**config.mk**
```make
export PLATFORM = sky130hd
export DESIGN_NAME = pulse_counter_mc
export DESIGN_NICKNAME = d
export VERILOG_FILES = /design/src/rtl/pulse_counter_mc.sv
export SDC_FILE = /design/constraint.sdc
export NUM_CORES = 1
export LEC_CHECK = 0
export ABC_AREA = 1
export CAP_MARGIN = 5
export CORE_MARGIN = 4
export CORE_UTILIZATION = 50
export CTS_CLUSTER_SIZE = 10
export DETAILED_ROUTE_END_ITERATION = 6
export GPL_TIMING_DRIVEN = 0
export PLACE_DENSITY = 0.73
export SLEW_MARGIN = 30
export SYNTH_ARGS = -nofsm -noshare
export SYNTH_HDL_FRONTEND = slang
export SYNTH_SLANG_ARGS = --single-unit
```
**constraint.sdc**
```tcl
create_clock -name clk -period 2.5 [get_ports clk]
set_input_delay 0.5 -clock clk [delete_from_list [all_inputs] [get_ports clk]]
set_output_delay 0.5 -clock clk [all_outputs]
set_load 0.005 [all_outputs]
```
**src/rtl/pulse_counter_mc.sv**
```systemverilog
// Multichannel plus/minus pulse counter.
// Each channel counts rising edges of its synchronised pulse input into a
// plus or minus accumulator according to the synchronised gate level. Every
// PERIOD_TICKS en_tick strobes the accumulators are latched into the output
// registers, cleared, and data_valid is strobed for one clock.
module pulse_counter_mc #(
    parameter int NCH          = 4,
    parameter int WIDTH        = 24,
    parameter int PERIOD_TICKS = 4000000,
    parameter int SATURATE     = 1,
    parameter int SYNC_STAGES  = 2
) (
    input  logic                 clk,
    input  logic                 reset,
    input  logic                 en_tick,
    input  logic                 gate,
    input  logic [NCH-1:0]       pulse_in,
    input  logic                 clear,
    output logic [NCH*WIDTH-1:0] count_p,
    output logic [NCH*WIDTH-1:0] count_m,
    output logic                 data_valid,
    output logic [NCH-1:0]       overflow,
    output logic [31:0]          period_cnt
);

    localparam int TW = $clog2(PERIOD_TICKS);
    localparam logic [TW-1:0] LAST_TICK = TW'(PERIOD_TICKS - 1);

    typedef enum logic [1:0] {
        IDLE = 2'd0,
        RUN  = 2'd1,
        SNAP = 2'd2
    } state_t;

    // Input conditioning
    logic [NCH-1:0]         pulse_sync_q [SYNC_STAGES];
    logic [SYNC_STAGES-1:0] gate_sync_q;
    logic [NCH-1:0]         pulse_prev_q;
    logic [NCH-1:0]         evt;
    logic                   gate_s;

    // Per-period accumulation
    logic [WIDTH-1:0] acc_p_q  [NCH];
    logic [WIDTH-1:0] acc_m_q  [NCH];
    logic [WIDTH-1:0] acc_p_ev [NCH];
    logic [WIDTH-1:0] acc_m_ev [NCH];
    logic [WIDTH-1:0] acc_p_d  [NCH];
    logic [WIDTH-1:0] acc_m_d  [NCH];
    logic [WIDTH:0]   inc_p    [NCH];
    logic [WIDTH:0]   inc_m    [NCH];
    logic [NCH-1:0]   ovf_live_q;
    logic [NCH-1:0]   ovf_ev;
    logic [NCH-1:0]   ovf_live_d;

    // Control and latched outputs
    state_t               state_q;
    logic [TW-1:0]        tick_cnt_q;
    logic                 data_valid_q;
    logic [31:0]          period_cnt_q;
    logic [NCH*WIDTH-1:0] count_p_q;
    logic [NCH*WIDTH-1:0] count_m_q;
    logic [NCH-1:0]       overflow_q;
    logic                 count_en;
    logic                 snap;

    // Increment with limit handling: bit WIDTH flags that the counter was
    // already all-ones, low bits hold the clamped or wrapped result.
    function automatic logic [WIDTH:0] limit_inc(input logic [WIDTH-1:0] v);
        logic [WIDTH:0] r;
        if (&v) begin
            r[WIDTH]     = 1'b1;
            r[WIDTH-1:0] = (SATURATE != 0) ? v : {WIDTH{1'b0}};
        end else begin
            r[WIDTH]     = 1'b0;
            r[WIDTH-1:0] = v + WIDTH'(1);
        end
        return r;
    endfunction

    assign evt    = pulse_sync_q[SYNC_STAGES-1] & ~pulse_prev_q;
    assign gate_s = gate_sync_q[SYNC_STAGES-1];

    // Events seen while IDLE are dropped; SNAP already belongs to the new period.
    assign count_en = (state_q != IDLE);
    // clear wins over a coincident period end, so no snapshot is taken then.
    assign snap     = (state_q == RUN) && en_tick && (tick_cnt_q == LAST_TICK) && !clear;

    // Synchronise the asynchronous pins and keep the previous pulse sample for edge detection.
    always_ff @(posedge clk or negedge reset) begin
        if (!reset) begin
            for (int i = 0; i < SYNC_STAGES; i++) begin
                pulse_sync_q[i] <= '0;
            end
            gate_sync_q  <= '0;
            pulse_prev_q <= '0;
        end else begin
            pulse_sync_q[0] <= pulse_in;
            for (int i = 1; i < SYNC_STAGES; i++) begin
                pulse_sync_q[i] <= pulse_sync_q[i-1];
            end
            gate_sync_q  <= {gate_sync_q[SYNC_STAGES-2:0], gate};
            pulse_prev_q <= pulse_sync_q[SYNC_STAGES-1];
        end
    end

    // Accumulator values including this clock's event, and their next state after clear/snapshot.
    always_comb begin
        for (int k = 0; k < NCH; k++) begin
            inc_p[k]    = limit_inc(acc_p_q[k]);
            inc_m[k]    = limit_inc(acc_m_q[k]);
            acc_p_ev[k] = acc_p_q[k];
            acc_m_ev[k] = acc_m_q[k];
            ovf_ev[k]   = ovf_live_q[k];
            if (count_en && evt[k]) begin
                if (gate_s) begin
                    acc_p_ev[k] = inc_p[k][WIDTH-1:0];
                    ovf_ev[k]   = ovf_live_q[k] | inc_p[k][WIDTH];
                end else begin
                    acc_m_ev[k] = inc_m[k][WIDTH-1:0];
                    ovf_ev[k]   = ovf_live_q[k] | inc_m[k][WIDTH];
                end
            end
            acc_p_d[k] = (clear || snap) ? {WIDTH{1'b0}} : acc_p_ev[k];
            acc_m_d[k] = (clear || snap) ? {WIDTH{1'b0}} : acc_m_ev[k];
        end
        ovf_live_d = (clear || snap) ? {NCH{1'b0}} : ovf_ev;
    end

    // Per-channel plus/minus accumulators and live overflow flags.
    always_ff @(posedge clk or negedge reset) begin
        if (!reset) begin
            for (int k = 0; k < NCH; k++) begin
                acc_p_q[k] <= '0;
                acc_m_q[k] <= '0;
            end
            ovf_live_q <= '0;
        end else begin
            for (int k = 0; k < NCH; k++) begin
                acc_p_q[k] <= acc_p_d[k];
                acc_m_q[k] <= acc_m_d[k];
            end
            ovf_live_q <= ovf_live_d;
        end
    end

    // Period FSM: timebase, snapshot latching, data_valid strobe and period count.
    always_ff @(posedge clk or negedge reset) begin
        if (!reset) begin
            state_q      <= IDLE;
            tick_cnt_q   <= '0;
            data_valid_q <= 1'b0;
            period_cnt_q <= '0;
            count_p_q    <= '0;
            count_m_q    <= '0;
            overflow_q   <= '0;
        end else begin
            data_valid_q <= 1'b0;
            if (clear) begin
                state_q    <= IDLE;
                tick_cnt_q <= '0;
            end else begin
                if (snap) begin
                    tick_cnt_q <= '0;
                end else if (en_tick) begin
                    tick_cnt_q <= tick_cnt_q + TW'(1);
                end
                case (state_q)
                    IDLE: begin
                        if (en_tick) begin
                            state_q <= RUN;
                        end
                    end
                    RUN: begin
                        if (snap) begin
                            state_q      <= SNAP;
                            data_valid_q <= 1'b1;
                            period_cnt_q <= period_cnt_q + 32'd1;
                            overflow_q   <= ovf_ev;
                            for (int k = 0; k < NCH; k++) begin
                                count_p_q[k*WIDTH +: WIDTH] <= acc_p_ev[k];
                                count_m_q[k*WIDTH +: WIDTH] <= acc_m_ev[k];
                            end
                        end
                    end
                    SNAP: begin
                        state_q <= RUN;
                    end
                    default: begin
                        state_q <= IDLE;
                    end
                endcase
            end
        end
    end

    assign count_p    = count_p_q;
    assign count_m    = count_m_q;
    assign data_valid = data_valid_q;
    assign overflow   = overflow_q;
    assign period_cnt = period_cnt_q;

endmodule
```
==> out/qor.yml <==
synth-seq-cells: 463
grt_max_degree: 89
rsz0062_at_grt: "yes"
totalWireLength_um: 69900
crit_chain: "ha_1, nand2_1, nor2_2, nand2_1, nor2_2, nand3_2, nor2_4, buf_6, buf_4, nand3_1, nand2_1"
start_util_pct: 50.7
tritoncts: "built"
pre_cts_slack_ps: -745
syn_inst: 3087
grt_pass1_vias: 21000
fin_nets: 3408
drtIter0Drc: 1699
path_buf_inv: 2
tightest_slew_ps: 863
place_congestion: 0.947
die_area_um2: 49700
setup_viol: 0
crit_arrival_ps: 2930
skew_ps: 12.6
slew_violations: 0
clk_pin_slew_ps: 60
cp-start-kind: "flip-flop"
viasPerCell: 5.36
ant_nets: 0
status: "complete, no violations"
cp_data_required_time_ps: 3020
worstPathMaxFanout: 10
whs_endpoint: "pulse_sync_q[6]"
vdd_ir_drop_max_uv: 458
path_depth: 11
rows: 78
antenna_cells: 0
area_growth_syn_to_layout_pct: 21.2
cp_top_family: "simple AND/OR/NAND/NOR gates"
r2r-start: "tick_cnt_q[0]"
cp_common_cell: "nand2_1"
antenna_found_initial: 0
drv_cap: 0
critPathKind: "reg -> reg"
syn-mean-instance-area_um2: 7.49
globalRoute.totalOverflow: 0
grt_first_pass_wirelength_um: 112000
synth.distinct_cells: 34
cts-root-buf: "clkbuf_16"
drc: 0
wire_per_inst_um: 17.4
drive_gt1_share_pct: 4.88
utilization_pct: 61.5
cts_htree_levels: 2
hold_path_depth: 1
slowest_stage: "dfrtp_1"
grt_usage_pct: 27.8
clockBufferDepth: 3
relSlewSlack_pct: 42.0
coreArea_um2: 45600
yosys_warnings: 0
syn-num-nets: 3106
route.vias.total: 21400
power.total_w: 0.0150
min-delay-start: "pulse_in[2]"
fmax_ghz: 0.415
max_stage_delay_ps: 380
io_buffers: 237
finalWorstSetupSlack_ps: 91.1
fin_crit_ps: 2410
ys_seq_area_share_pct: 50.1
die_w_um: 223
ios: 238
post-dp-hpwl_um: 51400
cts-buffers-inserted: 54
hold_violations: 0
cts.sinks: 463
powerDensity_nw_per_um2: 537
critPathCaptureType: "flip-flop"
r2r_cells: 11
synth_area_um2: 23100
power.leakage_nw: 13.3
rr_endpoint: "count_p[47]"
finalCritPeriodShare_pct: 96.4
die-height_um: 223
worst-r2r-setup-slack_ps: 90
clock_latency_ps: 600
dr.pass1.iters: 6
hp-class: "in -> reg"
-- layer usage --
metal  track usage, %  vias up  wire (µm)
met5                0        -          0
met4             9.07        0       2340
met3             6.74      132       5220
met2             44.5      638      32100
met1             37.5    10300      30200
li1                 -    10400          -
-- state kept, by name, summed over array words and instances, names as in the netlist, 8 cells and up --
name / cells
acc_m_q: 96
acc_p_q: 96
count_m: 96
count_p: 96
period_cnt: 32
tick_cnt_q: 22
pulse_sync_q: 8
-- power breakdown --
group          total [W]  internal, W  switching, W
Combinational   0.000448    0.0000934      0.000354
Clock            0.00705      0.00406       0.00300
Sequential       0.00755      0.00753     0.0000199
Total             0.0150       0.0117       0.00337
-- synthesized netlist by cell type --
cell type	count	area, µm²
nor2_1	328	1230
o21ai_1	23	115
nor2_2	9	56.3
nor3_1	68	340
nand3_1	195	976
nor4_1	4	25.0
and3_1	3	18.8
nor3b_1	2	15.0
inv_2	2	7.51
nand4_1	98	613
ha_1	10	125
nand3b_1	25	188
a31o_2	2	17.5
nor2b_1	1	6.26
o211ai_1	1	7.51
xor2_1	48	420
clkbuf_1	29	109
nand2_1	1129	4240
buf_2	50	250
buf_6	5	56.3
o21ai_0	102	510
o21bai_1	18	135
nand2_2	4	25.0
inv_1	324	1220
o22ai_1	1	6.26
a21oi_1	101	505
a211oi_1	1	7.51
and2_1	15	93.8
xnor2_1	17	149
buf_1	3	11.3
nor2_4	1	11.3
o21a_1	4	30.0
dfrtp_1	463	11600
nand3_2	1	10.0
-- final cells by class --
cell class,count,area [µm²]
Multi-Input combinational cell,2211,9900
Buffer,87,483
Timing Repair Buffer,246,2570
Sequential cell,463,11600
Tap cell,600,751
Inverter,326,1220
Fill cell,4110,17600
Clock buffer,68,1480
Clock inverter,4,23.8
-- cell usage in the layout (no fill, tap or decap), types with 3 or more instances in the layout --
cell type and count:
nand2_1 1127, dfrtp_1 463, nor2_1 327, inv_1 324
clkdlybuf4s50_1 236, nand3_1 193, a21oi_1 101, o21ai_0 101
nand4_1 98, nor3_1 68, clkbuf_16 55, xor2_1 48
buf_2 40, clkbuf_1 26, nand3b_1 25, o21ai_1 24
o21bai_1 18, xnor2_1 17, and2_1 15, clkbuf_2 13
ha_1 10, nor2_2 9, buf_6 7, buf_4 7
nand2_2 6, buf_16 6, clkbuf_8 5, nor4_1 4
o21a_1 4, nand3_2 3, clkbuf_4 3, and3_1 3
clkinv_2 3
-- through the flow --
| step | TNS, ps | std cells | instance area [µm²] | hold WS, ps |
|---|---|---|---|---|
| 2_1_floorplan | 0 | 3087 | 23100 | 204 |
| 3_3_place_gp | -9200310 | 3924 | 26200 | 341 |
| 3_5_place_dp | -176140 | 3930 | 26400 | 345 |
| 4_1_cts | 0 | 4003 | 27900 | 314 |
| 5_1_grt | -675 | 4005 | 28000 | 318 |
| 6_report | 0 | 4005 | 28000 | 344 |
-- worst max path at each step --
stage	startpoint	endpoint	slack (ps)
4_1_cts	state_q[0]	count_p[83]	20
2_1_floorplan	tick_cnt_q[0]	count_p[56]	650
3_5_place_dp	en_tick	count_m[71]	-750
3_3_place_gp	reset	count_p[18]	-19580
5_1_grt	tick_cnt_q[0]	count_p[18]	-30
6_report	tick_cnt_q[0]	count_p[47]	90
-- cell families after synthesis --
| group | after synthesis | synth area share [%] |
|---|---|---|
| adders and majority gates | 10 | 0.541 |
| DFF | 463 | 50.1 |
| and+or+nand+nor | 1883 | 34.0 |
| xor gates and xnor gates | 65 | 2.46 |
| buffers and inverters | 413 | 7.14 |
| AOI/OAI and AO/OA | 253 | 5.78 |
-- what timing repair did --
action                                  CTS  global route
hold buffers                              1             0
gates resized for setup                   6            45
buffers inserted                          0             2
endpoints found under the setup margin   46           209
pin swaps                                 0             1
endpoints found under the hold margin    38             0
(Power assumes the default switching activity.)
